--- config.mk ---
export PLATFORM = sky130hd
export DESIGN_NAME = ascon_perm_iter
export DESIGN_NICKNAME = d
export VERILOG_FILES = /design/src/rtl/ascon_perm_iter.sv
export SDC_FILE = /design/constraint.sdc
export NUM_CORES = 2
export LEC_CHECK = 0
export CORE_MARGIN = 1.5
export CORE_UTILIZATION = 49
export DETAILED_ROUTE_END_ITERATION = 8
export PLACE_DENSITY = 0.79
export SYNTH_ARGS = -nofsm -noshare
export SYNTH_HDL_FRONTEND = slang
export SYNTH_HIERARCHICAL = 1
export SYNTH_SLANG_ARGS = --single-unit
--- constraint.sdc ---
create_clock -name clock_i -period 2 [get_ports clock_i]
set_input_delay 0.5 -clock clock_i [delete_from_list [all_inputs] [get_ports clock_i]]
set_output_delay 0.5 -clock clock_i [all_outputs]
set_load 0.01 [all_outputs]
--- src/rtl/ascon_perm_iter.sv ---
// Iterative Ascon permutation: applies nr rounds of pL o pS o pC to a 320-bit state,
// UNROLL rounds per clock, with a start/ready/done handshake.

package ascon_pkg;
  // Word [0] is x0 ... word [4] is x4.
  typedef logic [4:0][63:0] type_state;
endpackage

module Pc
  import ascon_pkg::*;
(
  input  type_state  state_i,
  input  logic [3:0] rnd_i,
  output type_state  state_o
);
  logic [3:0] hi_nib;
  logic [7:0] rc;

  always_comb begin
    hi_nib  = 4'hF - rnd_i;
    rc      = {hi_nib, rnd_i};
    state_o = state_i;
    state_o[2][7:0] = state_i[2][7:0] ^ rc;
  end
endmodule

module Ps
  import ascon_pkg::*;
(
  input  type_state state_i,
  output type_state state_o
);
  logic [63:0] a0, a1, a2, a3, a4;
  logic [63:0] t0, t1, t2, t3, t4;
  logic [63:0] b0, b1, b2, b3, b4;

  // Bit-sliced 5-bit S-box applied to all 64 columns at once.
  always_comb begin
    a0 = state_i[0] ^ state_i[4];
    a1 = state_i[1];
    a2 = state_i[2] ^ state_i[1];
    a3 = state_i[3];
    a4 = state_i[4] ^ state_i[3];
    t0 = ~a0 & a1;
    t1 = ~a1 & a2;
    t2 = ~a2 & a3;
    t3 = ~a3 & a4;
    t4 = ~a4 & a0;
    b0 = a0 ^ t1;
    b1 = a1 ^ t2;
    b2 = a2 ^ t3;
    b3 = a3 ^ t4;
    b4 = a4 ^ t0;
    state_o[0] = b0 ^ b4;
    state_o[1] = b1 ^ b0;
    state_o[2] = ~b2;
    state_o[3] = b3 ^ b2;
    state_o[4] = b4;
  end
endmodule

module Pl
  import ascon_pkg::*;
(
  input  type_state state_i,
  output type_state state_o
);
  function automatic logic [63:0] rotr(input logic [63:0] x, input int unsigned n);
    logic [127:0] d;
    d = {x, x} >> n;
    return d[63:0];
  endfunction

  always_comb begin
    state_o[0] = state_i[0] ^ rotr(state_i[0], 19) ^ rotr(state_i[0], 28);
    state_o[1] = state_i[1] ^ rotr(state_i[1], 61) ^ rotr(state_i[1], 39);
    state_o[2] = state_i[2] ^ rotr(state_i[2], 1)  ^ rotr(state_i[2], 6);
    state_o[3] = state_i[3] ^ rotr(state_i[3], 10) ^ rotr(state_i[3], 17);
    state_o[4] = state_i[4] ^ rotr(state_i[4], 7)  ^ rotr(state_i[4], 41);
  end
endmodule

module ascon_perm_iter
  import ascon_pkg::*;
#(
  parameter int UNROLL = 1
) (
  input  logic       clock_i,
  input  logic       resetb_i,
  input  logic       start_i,
  input  logic [3:0] nr_i,
  input  type_state  state_i,
  output logic       ready_o,
  output logic       done_o,
  output type_state  state_o
);
  if (UNROLL < 1 || UNROLL > 4) begin : g_bad_unroll
    $error("ascon_perm_iter: UNROLL must be 1, 2, 3 or 4");
  end

  typedef enum logic [1:0] {IDLE, BUSY, DONE} fsm_t;

  fsm_t       fsm_q, fsm_d;
  type_state  state_q, state_d;
  logic [3:0] rnd_q, rnd_d;
  logic [3:0] nr_c;
  logic [4:0] rnd_sum;

  type_state  chain [UNROLL+1];

  assign chain[0] = state_q;

  // Stages past round 11 pass through, covering a final partial cycle.
  for (genvar gi = 0; gi < UNROLL; gi++) begin : g_stage
    logic [4:0] rnd_k;
    type_state  pc_out, ps_out, pl_out;

    assign rnd_k = {1'b0, rnd_q} + 5'(gi);

    Pc u_pc (.state_i(chain[gi]), .rnd_i(rnd_k[3:0]), .state_o(pc_out));
    Ps u_ps (.state_i(pc_out), .state_o(ps_out));
    Pl u_pl (.state_i(ps_out), .state_o(pl_out));

    assign chain[gi+1] = (rnd_k > 5'd11) ? chain[gi] : pl_out;
  end

  always_comb begin
    fsm_d   = fsm_q;
    state_d = state_q;
    rnd_d   = rnd_q;
    nr_c    = (nr_i > 4'd12) ? 4'd12 : nr_i;
    rnd_sum = {1'b0, rnd_q} + 5'(UNROLL);
    case (fsm_q)
      IDLE, DONE: begin
        if (start_i) begin
          state_d = state_i;
          if (nr_c == 4'd0) begin
            fsm_d = DONE;
          end else begin
            rnd_d = 4'd12 - nr_c;
            fsm_d = BUSY;
          end
        end else begin
          fsm_d = IDLE;
        end
      end
      BUSY: begin
        state_d = chain[UNROLL];
        rnd_d   = rnd_sum[3:0];
        if (rnd_sum >= 5'd12) begin
          fsm_d = DONE;
        end
      end
      default: fsm_d = IDLE;
    endcase
  end

  always_ff @(posedge clock_i) begin
    if (!resetb_i) begin
      fsm_q   <= IDLE;
      state_q <= '0;
      rnd_q   <= '0;
    end else begin
      fsm_q   <= fsm_d;
      state_q <= state_d;
      rnd_q   <= rnd_d;
    end
  end

  assign ready_o = (fsm_q != BUSY);
  assign done_o  = (fsm_q == DONE);
  assign state_o = state_q;
endmodule

Word-level counts from Yosys, hierarchy flattened

Cells that the tools add are included.
Widths: inputs -> output; s select.

$add $sub $neg: 3
Magnitude comparators: 3
Equality and inequality tests: 7
Multiplexer cells: 11
Bitwise logic cells: 33
Reductions and logical operators: 6

Operator list:

| kind                | number |
|---|---|
| $xor 64x64->64      | 21 |
| $mux 320            | 2 |
| $pmux 320 s2        | 1 |
| $not 64->64         | 6 |
| $and 64x64->64      | 5 |
| $mux 4              | 3 |
| $gt 4x4->1 const B  | 2 |
| $ne 2x2->1 const B  | 4 |
| $pmux 4 s2          | 1 |
| $sub 4x4->4 const A | 2 |
| $xor 8x8->8         | 1 |
| $mux 2              | 3 |
| $reduce_and 3->1    | 2 |
| $add 4x1->5 const B | 1 |
| $ge 5x4->1 const B  | 1 |
| $logic_not 4->1     | 1 |
| $pmux 2 s2          | 1 |
| $eq 2x1->1 const B  | 1 |
| $eq 2x2->1 const B  | 1 |
| $logic_not 2->1     | 1 |
| $ne 2x1->1 const B  | 1 |
| $reduce_bool 2->1   | 1 |
| $reduce_or 2->1     | 1 |

Flip-flop bits (word level): 326
Input bits: 327
Word-level logic and storage cells: 70

Longest topological paths before layout

Word-level depth: 11
Depth in mapped cells: 9
Gate-level depth less buffers: 8

Cells and area by module

Netlist, hierarchy kept.

Modules (own cells, without submodules):

| module          | instances | cells an instance | area each (um^2) |
|---|---|---|---|
| ascon_perm_iter | 1         | 1,828             | 15,444.8 |
| Ps              | 1         | 1,090             | 8,565.7 |
| Pl              | 1         | 320               | 7,618.6 |
| Pc              | 1         | 320               | 2,412.3 |

Worst setup path after synthesis

No wires, ideal clock.

Path type: register to register
Start: register rnd_q[0]
End: register state_q (netlist bit state_o[192])
Arrival time: 2.115 ns
Required time: 1.884 ns
Path slack: -0.231 ns
Stages on the path, launching flop included: 9
Cells stage by stage: dfxtp_1 xor2_1 ha_1 xor2_1 xnor2_1 xor3_1 nand2_1 nand3_1 o211a_1

RTL lines:

| item                   | line | RTL |
|---|---|---|
| start, declared        | 105  | `logic [3:0] rnd_q, rnd_d;` |
| start signal, assigned | 166  | `rnd_q <= rnd_d;` |
| end signal, assigned   | 165  | `state_q <= state_d;` |
| end, declared          | 104  | `type_state state_q, state_d;` |

==> metrics.txt <==
critical-path cell list=buf_4, buf_6, xnor2_4, nand2_1, xnor2_1, bufbuf_16, xor3_2, nand2_2, nand3_2, o211a_1; Max Cap Viol=0; Required @ worst endpoint=2.48 ns; crit path launch type=register; Routability Congestion=approximately 1.1; final core occ=between 80% and 90%; WP data arrival=approximately 2.9 ns; initial antenna violation count=11; crit share post-route=119%; number of remaining DRC errors=0; Pins Over Slew Limit=0; GRT Util Overall=50.1%; Core ar.=just under 70000 µm²; row cnt=96; slowest stage cell, crit path=xor3_2; WL per Instance=roughly 33 µm; Num CTS Buffers=43; met2 wire len=85.7 mm; Die X=267 µm; synthesized area=about 34000 µm²; number of synthesized flops with an enable pin=0; CTS Root Cell=clkbuf_16; grt ovf=0; Hold WC Path Type=input pin to register; Place WS=-0.489 ns; synth unique cells=34; Hold Fails Final Rpt=0; register clock-pin slew on the reported worst setup and hold paths=about 0.060 ns; area delta synth->final=74.3%; crit path max fanout=3; relative slew slack=approximately two thirds; Initial Utilization=between 40 and 50%; Syn Area/Cell=about 9.6 µm²; pin count of the biggest net entering global routing=64; critical path class=register to register; RSZ-0062 raised after global routing=yes; Fin Clk Skew=roughly 0.025 ns; routed vias=37712; die height=roughly 270 µm; I/O pin cnt=about 650; number of H-tree levels=2; uppermost layer routed=met5; Nets=roughly 5500; PortBufs=648; post-route antenna net violation count=0; delay of the slowest critical-path stage=~0.56 ns; Worst-Margin Slew=0.483 ns; Post-Syn Nets=~4000; Mapped Cells=3558; Synth Register Bits=326; post-synthesis async set-or-reset flop share=0%; VDD IR max=about 1200 µV; drt first pass iters=6; WL met1=around 65 mm; layout cells sized above 1=between 50% and 60%; leading cell type in the layout, fill and taps excluded=buf_4; Yosys Warn Count=6; initial drt markers=just over 5000; Setup TNS Final=-41.96 ns; final setup margin=-0.381 ns; Main synth FF type=dfxtp_1; Final Critical Period=about 2.4 ns; Clk Latency, worst-skew pair=0.61 ns; endpoints failing setup=just over 300; HPWL Detailed=between 100 and 150 mm; die area=approximately 70000 µm²; Leak=~31 nW; mean number of vias per cell=roughly 6.2; Power Density=approximately 2200 nW/µm²; first-pass GRT wire length=around 250 mm; most frequent cells in the layout=buf_4, nand2_1, clkdlybuf4s50_1; WL final=202 mm; CP top delay family=XOR/XNOR gates; number of global-route vias before repair=35791; max frequency=approximately 420 MHz; CTS Sinks=326; failing checks=negative setup slack; CTS max path bufs=3; Seq/Total Area, Yosys=a little under a fifth; CTS tree=done; met3 wire len=roughly 27 mm; status=finished with violations; crit path capture type=register; crit path buf inv count=3
sequential cells by signal, indices dropped and copies added (netlist names):
signal	cells
state_o	320
fsm_q	2
rnd_q	4
repair_timing:
item	CTS	global route
pin swaps	555	285
hold buffers	0	0
gates resized for setup	1441	307
endpoints found under the setup margin	587	295
setup buffers	176	90
power breakdown:
group / switching (mW) / total [mW] / internal [mW] / leakage, nW
sequential: 1.95 / 10.1 / 8.11 / 2.82
combinational: 51.1 / 111 / 59.9 / 27.3
clock: 3.53 / 8.24 / 4.71 / 0.684
cell families after synthesis:
| kind of cell | synth area share (%) |
|---|---|
| muxes | 1.91 |
| AOI/OAI and AO/OA | 9.69 |
| DFF | 19.2 |
| buffers and inverters | 12.6 |
| adders and majority gates | 6.67 |
| xor gates and xnor gates | 35.8 |
| and+or+nand+nor | 14.2 |
synth_stat cells (32+ instances only):
| library cell | number | area [µm²] |
|---|---|---|
| xor2_1 | 260 | 2280 |
| o211a_1 | 320 | 3200 |
| buf_4 | 316 | 2370 |
| nand2_1 | 776 | 2910 |
| dfxtp_1 | 326 | 6530 |
| xnor2_1 | 261 | 2290 |
| ha_1 | 131 | 1640 |
| maj3_1 | 63 | 631 |
| nand3_1 | 283 | 1420 |
| inv_1 | 192 | 721 |
| xor3_1 | 317 | 7540 |
| buf_2 | 32 | 160 |
| buf_6 | 67 | 754 |
| mux2i_1 | 65 | 651 |
| nand3_2 | 40 | 400 |
| clkbuf_1 | 74 | 278 |
stage by stage:
step	hold slack (ns)	cells	cell area, µm²	total power [mW]
2_1_floorplan	0.485	3558	36500	58.1
3_3_place_gp	0.546	5730	49900	96.7
3_5_place_dp	0.562	5730	49900	97.4
4_1_cts	0.259	5953	57000	116
5_1_grt	0.277	6035	59300	129
6_report	0.282	6039	59300	129
per-layer routing:
layer,track usage (%),vias up
met2,77.0,3662
met5,0,-
li1,-,14570
met4,43.3,10
met3,12.7,1375
met1,58.6,18095
worst paths after layout:
check | endpoint | slack [ns] | depth (start not counted) | from
hold / removal | state_o[51]$_SDFFE_PN0P_ | 0.28 | 2 | resetb_i
setup reg to reg | state_o[0]$_SDFFE_PN0P_ | -0.38 | 10 | state_o[275]$_SDFFE_PN0P_
hold reg to reg | state_o[273]$_SDFFE_PN0P_ | 0.55 | 1 | state_o[273]$_SDFFE_PN0P_
setup / recovery | state_o[0]$_SDFFE_PN0P_ | -0.38 | 10 | state_o[275]$_SDFFE_PN0P_
final cells by class:
class                      count  area (µm²)
antenna                        5        12.5
inverter                     192         743
clock buffer                  66        1310
tap                          931        1160
fill                        3209        9380
timing repair buffer        1964       18400
multi-input combinational   2549       30500
clock inverter                 6        83.8
sequential                   326        7130
(Power assumes the default switching activity.)
